File: src/rtl/dram_port_arbiter.sv
// rtl/dram_port_arbiter.sv - two-master burst arbiter for the data BRAM second port
// Optional DRAM_ARB_RR_EN selects round-robin arbitration instead of fixed priority.
module dram_port_arbiter (
  input  logic        clk,
  input  logic        rst_n,
  input  logic        req0,
  input  logic [31:2] addr0,
  input  logic [3:0]  we0,
  input  logic [3:0]  len0,
  input  logic [31:0] wdata0,
  input  logic        req1,
  input  logic [31:2] addr1,
  input  logic [3:0]  we1,
  input  logic [3:0]  len1,
  input  logic [31:0] wdata1,
  output logic        gnt0,
  output logic        gnt1,
  output logic        rvalid0,
  output logic        rvalid1,
  output logic [31:0] rdata0,
  output logic [31:0] rdata1,
  output logic [31:2] ram_addr,
  output logic [3:0]  ram_we,
  output logic [31:0] ram_din,
  input  logic [31:0] ram_dout
);

  typedef enum logic {IDLE, BURST} state_t;

  state_t      state;
  logic        owner;
  logic [31:2] base;
  logic [3:0]  we_l;
  logic [3:0]  len_l;
  logic [3:0]  beat;
  logic        rv0_q;
  logic        rv1_q;
  logic        winner;
  logic        busy;

`ifdef DRAM_ARB_RR_EN
  // rr holds the requester preferred on the next contention
  logic        rr;

  always_comb begin
    winner = req1;
    if (req0 && req1) winner = rr;
  end
`else
  always_comb begin
    winner = !req0;
  end
`endif

  always_ff @(posedge clk) begin
    if (!rst_n) begin
      state <= IDLE;
      owner <= 1'b0;
      base  <= '0;
      we_l  <= 4'd0;
      len_l <= 4'd0;
      beat  <= 4'd0;
      rv0_q <= 1'b0;
      rv1_q <= 1'b0;
`ifdef DRAM_ARB_RR_EN
      rr    <= 1'b0;
`endif
    end else begin
      // BRAM read data arrives one cycle after the beat was on the port
      rv0_q <= (state == BURST) && !owner && (we_l == 4'd0);
      rv1_q <= (state == BURST) &&  owner && (we_l == 4'd0);
      case (state)
        IDLE: begin
          if (req0 || req1) begin
            owner <= winner;
            base  <= winner ? addr1 : addr0;
            we_l  <= winner ? we1   : we0;
            len_l <= winner ? len1  : len0;
            beat  <= 4'd0;
            state <= BURST;
`ifdef DRAM_ARB_RR_EN
            rr    <= !winner;
`endif
          end
        end
        BURST: begin
          beat <= beat + 4'd1;
          if (beat == len_l) state <= IDLE;
        end
        default: state <= IDLE;
      endcase
    end
  end

  assign busy     = (state == BURST);
  assign gnt0     = busy && !owner;
  assign gnt1     = busy &&  owner;
  assign ram_addr = busy ? (base + {26'd0, beat}) : '0;
  // no BRAM write may slip through while reset is asserted
  assign ram_we   = (busy && rst_n) ? we_l : 4'd0;
  assign ram_din  = busy ? (owner ? wdata1 : wdata0) : 32'd0;
  assign rvalid0  = rv0_q;
  assign rvalid1  = rv1_q;
  assign rdata0   = rv0_q ? ram_dout : 32'd0;
  assign rdata1   = rv1_q ? ram_dout : 32'd0;

endmodule

File: config.mk
export PLATFORM = sky130hd
export DESIGN_NAME = dram_port_arbiter
export DESIGN_NICKNAME = d
export VERILOG_FILES = /design/src/rtl/dram_port_arbiter.sv
export SDC_FILE = /design/constraint.sdc
export NUM_CORES = 1
export LEC_CHECK = 0
export CAP_MARGIN = 20
export CORE_AREA = 2 2 120 122
export DETAILED_ROUTE_END_ITERATION = 7
export DIE_AREA = 0 0 122 124
export GPL_ROUTABILITY_DRIVEN = 0
export PLACE_DENSITY = 0.81
export SLEW_MARGIN = 20
export SYNTH_ARGS = -nofsm -noshare
export SYNTH_HDL_FRONTEND = slang
export SYNTH_SLANG_ARGS = --single-unit
File: constraint.sdc
create_clock -name clk -period 2.2 [get_ports clk]
set_input_delay 0.22 -clock clk [delete_from_list [all_inputs] [get_ports clk]]
set_output_delay 0.22 -clock clk [all_outputs]
set_load 0.02 [all_outputs]
### Word-level counts from Yosys, hierarchy flattened

Index checks and enable logic that the tools add are counted.

| word-level totals | value |
|---|---|
| word-level logic and storage cells | 37 |
| register bits | 46 |
| bits in latches | 0 |
| memories kept | 0 |
| bits in read-only memories | 0 |
| input bits | 176 |
| memory bits (writable) | 0 |

| cells by class | value |
|---|---|
| reduce and logical (&&, ||, !) cells | 10 |
| multiply operators | 0 |
| divide/modulo/power cells | 0 |
| bitwise logic cells | 1 |
| magnitude comparators | 0 |
| shifts and indexed selects | 0 |
| equal/unequal tests | 2 |
| add/sub/neg operators | 2 |
| muxes and demuxes | 14 |

Operator list:

| kind | number |
|---|---|
| 2-to-1 mux 32 bit | 4 |
| 2-to-1 mux 30 bit | 2 |
| adder 30 x 4 -> 30 bit | 1 |
| 2-to-1 mux 4 bit | 4 |
| case mux 4 bit (2 select lines) | 1 |
| logical AND 1 bit | 5 |
| adder 4 x 1 -> 4 bit, second input constant | 1 |
| == test 4 bit | 1 |
| zero test 4 bit | 1 |
| zero test 1 bit | 2 |
| 2-to-1 mux 1 bit | 2 |
| != test 2 bit, second input constant | 1 |
| case mux 1 bit (2 select lines) | 1 |
| AND reduction 2 bit | 1 |
| logical OR 1 bit | 1 |
| NOT 1 bit | 1 |

### Longest topological paths before layout

| depth | value |
|---|---|
| depth after elaboration | 3 |
| mapped depth | 8 |

### Worst setup path before layout

No wires, ideal clock.

| timing path | value |
|---|---|
| path type | reg-to-output |
| start | register beat[0] |
| end | output port ram_addr[24] (netlist bit) |
| arrival time | 2.332 ns |
| cell stages (with the launch flop) | 9 |
| setup slack | -0.352 ns |
| cells stage by stage | dfxtp_1 ha_1 inv_1 fa_1 nor2b_1 o22ai_1 buf_2 nor4b_1 mux2i_1 |

| on the way | value |
|---|---|
| cells in the longest elaborated chain, start to end | 2 |

Ends and longest elaborated chain:

| item | line | text |
|---|---|---|
| start: declaration | 35 | `logic [3:0] beat;` |
| start signal: assignment | 87 | `beat <= beat + 4'd1;` |
| adder 30 x 4 -> 30 bit | 98 | `assign ram_addr = busy ? (base + {26'd0, beat}) : '0;` |
| 2-to-1 mux 30 bit | 98 |  |
| end: declaration | 22 | `output logic [31:2] ram_addr,` |

No other way between the ends.

### Final worst setup path

| timing path | value |
|---|---|
| start | register base[2] (netlist bit) |
| end | output port ram_addr[20] (netlist bit) |

| on the way | value |
|---|---|
| cells in the longest elaborated chain, start to end | 2 |

Ends and longest elaborated chain:

| item | line | text |
|---|---|---|
| start: declaration | 32 | `logic [31:2] base;` |
| start signal: assignment | 76 | `base <= winner ? addr1 : addr0;` |
| adder 30 x 4 -> 30 bit | 98 |  |
| 2-to-1 mux 30 bit | 98 |  |

No other way between the ends.

==> parameters.txt <==
Parameter                              Value

Status
  Status    complete, but fails checks
  Failing checks    setup timing

Timing
  Worst-margin pin slew    485.9 ps
  Final period utilization    116.3%
  Number of hold violations in the final report    0
  Setup ws final    -358.3 ps
  Slew headroom    67.31%
  Hold slack final    476.5 ps
  Setup violation total in the final timing report    26
  Post-layout min period    2558 ps
  Unrepaired setup endpoints after global routing    yes
  Maximum clock skew at final layout    4.056 ps
  Final max-slew violation count    0
  Max Fclk    0.3909 GHz

Synth
  Asr flop ratio synth    0%
  Gate Count Post-Synth    507
  Biggest area consumer among synthesized cells    sky130_fd_sc_hd__dfxtp_1
  YS warnings    0
  Netlist area before placement    0.003940 mm2
  Number of enable flip-flop cells after synthesis    0
  Net Count, Synth    689
  Number of different library cells in the post-synthesis netlist    46
  Mapped Avg Cell Area    7.771 um2
  Flop and latch count out of synthesis    46
  Ranking of synthesized cells by area    sky130_fd_sc_hd__dfxtp_1 23%, sky130_fd_sc_hd__mux2i_1 20%, sky130_fd_sc_hd__and2_1 11%
  Area share of the leading cell type in the synthesized netlist    23.37%
  Sequential cell area fraction in the yosys report    23.37%
  Main synth FF type    sky130_fd_sc_hd__dfxtp_1

Floorplan
  Die height    124 um
  Die area    0.01513 mm2
  Area of the core    0.01372 mm2
  Starting density of the core    28.72%
  Boundary pin count    310
  X dimension of the die    122 um
  Count of standard-cell rows    43

GRT
  GR Util All Layers    21.33%
  Number of global-route vias before repair    4867
  Grt total ovfl    0
  Wire length of the first global-routing pass    25450 um
  Pin count of the biggest net entering global routing    59
  Antenna violations before repair    0

Cells and area
  Most common cell after layout, fill and taps aside    sky130_fd_sc_hd__clkdlybuf4s50_1
  Fraction of layout cells with a size suffix above 1    19.28%
  Final net count    1037
  Signed area change from the synthesized netlist to the final layout    108.1%
  Core occupancy in the finished layout    59.76%
  Most frequent cells in the layout    279 x sky130_fd_sc_hd__clkdlybuf4s50_1, 83 x sky130_fd_sc_hd__buf_4, 75 x sky130_fd_sc_hd__nor2_1
  Number of inserted diodes    0

Setup path
  Critical Path RT    1980 ps
  Critical Setup Path Class    register to output pin
  Reg2Reg Launch Point    busy
  CP Max Fanout    6
  Launch point of the worst path    base[2]
  Setup slack, reg-to-reg    790 ps
  Endpoint type of the worst setup path    output pin
  Critical Path Start Type    register
  Crit path arrival time    2340 ps

Power
  Areal power density over the cells    429.0 mW/mm2
  Power share of the clock group    28.5%
  Int Power    2.421 mW
  Reported net switching power    1.097 mW
  Peak supply drop    0.0003724 V
  Sequential share of power    28.0%
  Power share of the combinational group    43.5%
  Sw Share    31.18%
  Leakage component of the power    3.341 nW

Flow run
  Number of max-cap violations    0

Clock network
  Clock Tree Root    sky130_fd_sc_hd__clkbuf_16
  Clock tree from TritonCTS    built
  CTS buffer count    5
  Number of buffers on the longest clock path    2
  H-tree depth reported by CTS    2
  Clock Latency Late Sink    280 ps
  # clock sinks    46
  Hold-fix buffers at CTS    0
  Clock slew seen by the registers of the worst setup and hold paths    60 ps

Route
  Post-detailed-route via-to-cell ratio    4.871
  Number of remaining DRC errors    0
  Detail Route Antenna Nets    0
  Detailed Routing Iterations Pass 1    4
  Detailed-route wire length per cell    16.78 um
  Routed wire length    17390 um
  Via count of the routed design    5046
  Starting DRT DRC Count    336

Worst hold path
  Path class of the lowest-slack min-delay path    input pin to register
  Min-delay src    req0

Placement
  Count of buffers from port buffering    309
  HPWL after DPL    13190 um
==> metrics by stage <==
step	std cells	total power [mW]	TNS [ps]	instance area, um2	setup WS [ps]
2_1_floorplan	507	1.672	0	4096	1.765
3_3_place_gp	1013	2.472	-11210	7684	-636.4
3_5_place_dp	1013	2.494	-12550	7684	-733.4
4_1_cts	1035	3.522	-5989	8139	-356.2
5_1_grt	1036	3.686	-8985	8199	-439.5
6_report	1036	3.517	-6491	8199	-358.3
==> cells by family (layout without fill, tap and decap cells) <==
kind of cell,Yosys count,after routing,share of synthesized area (%)
AOI/OAI and AO/OA,88,89,15.02
xor gates and xnor gates,5,5,1.111
adders and majority gates,6,6,2.096
buffers and inverters,52,400,6.923
DFF,46,46,23.37
muxes,78,78,19.82
and+or+nand+nor,232,232,31.66
==> synthesized netlist by cell type, types with 2 or more instances <==
library cell / number
sky130_fd_sc_hd__mux2i_1: 78
sky130_fd_sc_hd__nor2_1: 76
sky130_fd_sc_hd__and2_1: 68
sky130_fd_sc_hd__dfxtp_1: 46
sky130_fd_sc_hd__a211oi_1: 39
sky130_fd_sc_hd__clkbuf_1: 23
sky130_fd_sc_hd__a21oi_1: 20
sky130_fd_sc_hd__nand2_1: 18
sky130_fd_sc_hd__and3_1: 10
sky130_fd_sc_hd__nand3_1: 10
sky130_fd_sc_hd__o31ai_1: 10
sky130_fd_sc_hd__or4_1: 10
sky130_fd_sc_hd__nor4_1: 8
sky130_fd_sc_hd__o21ai_0: 8
sky130_fd_sc_hd__buf_2: 7
sky130_fd_sc_hd__inv_1: 7
sky130_fd_sc_hd__nand2b_1: 7
sky130_fd_sc_hd__or3_1: 7
sky130_fd_sc_hd__buf_6: 6
sky130_fd_sc_hd__buf_1: 5
sky130_fd_sc_hd__ha_1: 5
sky130_fd_sc_hd__nand4_1: 4
sky130_fd_sc_hd__xor2_1: 4
sky130_fd_sc_hd__a31oi_1: 3
sky130_fd_sc_hd__and4_1: 3
sky130_fd_sc_hd__a21o_1: 2
sky130_fd_sc_hd__clkbuf_8: 2
sky130_fd_sc_hd__nor2b_1: 2
sky130_fd_sc_hd__nor3_1: 2
==> routing by layer <==
| layer | track usage (%) | vias up | wire length [um] |
|---|---|---|---|
| li1 | - | 2513 | - |
| met1 | 26.38 | 2323 | 7063 |
| met2 | 39.49 | 191 | 9162 |
| met3 | 3.159 | 19 | 971 |
| met4 | 3.807 | 0 | 188 |
| met5 | 0 | - | 0 |
==> registers in the layout (all words and copies together) (netlist names) <==
name	cells
base	30
beat	4
len_l	4
we_l	4
busy	1
owner	1
rvalid0	1
rvalid1	1
==> power by group through the flow <==
| stage | Sequential (mW) | Clock, mW | Combinational (mW) |
|---|---|---|---|
| 4_1_cts | 0.985 | 1.02 | 1.52 |
| 5_1_grt | 0.997 | 1.05 | 1.64 |
| 3_3_place_gp | 0.995 | 0 | 1.48 |
| 3_5_place_dp | 0.999 | 0 | 1.50 |
| 2_1_floorplan | 1.01 | 0 | 0.664 |
| 6_report | 0.986 | 1.00 | 1.53 |
==> critical path: stages (launching register included) <==
cell and delay (ps):
sky130_fd_sc_hd__dfxtp_2 360, sky130_fd_sc_hd__ha_4 140, sky130_fd_sc_hd__inv_2 30, sky130_fd_sc_hd__fa_2 360
sky130_fd_sc_hd__nor2b_4 190, sky130_fd_sc_hd__o22ai_4 140, sky130_fd_sc_hd__or4_4 550, sky130_fd_sc_hd__a21oi_4 160
sky130_fd_sc_hd__buf_6 130
==> timing repair <==
item | in CTS | in global routing
endpoints found under the hold margin | 0 | 0
gates resized for setup | 171 | 14
cloned | 2 | 0
buffers inserted | 12 | 1
pin swaps | 10 | 9
setup endpoints to repair | 29 | 35
==> worst paths after layout <==
path / endpoint / cells past startpoint
worst max-delay path: ram_addr[20] / 8
worst min-delay path: owner / 2
worst max register to register: beat[3] / 3
worst min register to register: base[4] / 2
==> cell type report <==
| cell class | count | area (um2) |
|---|---|---|
| tap | 180 | 225.2 |
| sequential | 46 | 933.4 |
| timing repair buffer | 384 | 3714 |
| multi-input combinational | 410 | 3098 |
| clock buffer | 6 | 138.9 |
| fill | 1194 | 5520 |
| clock inverter | 2 | 60.06 |
| inverter | 8 | 30.03 |
Power figures use the tool's default switching activity.
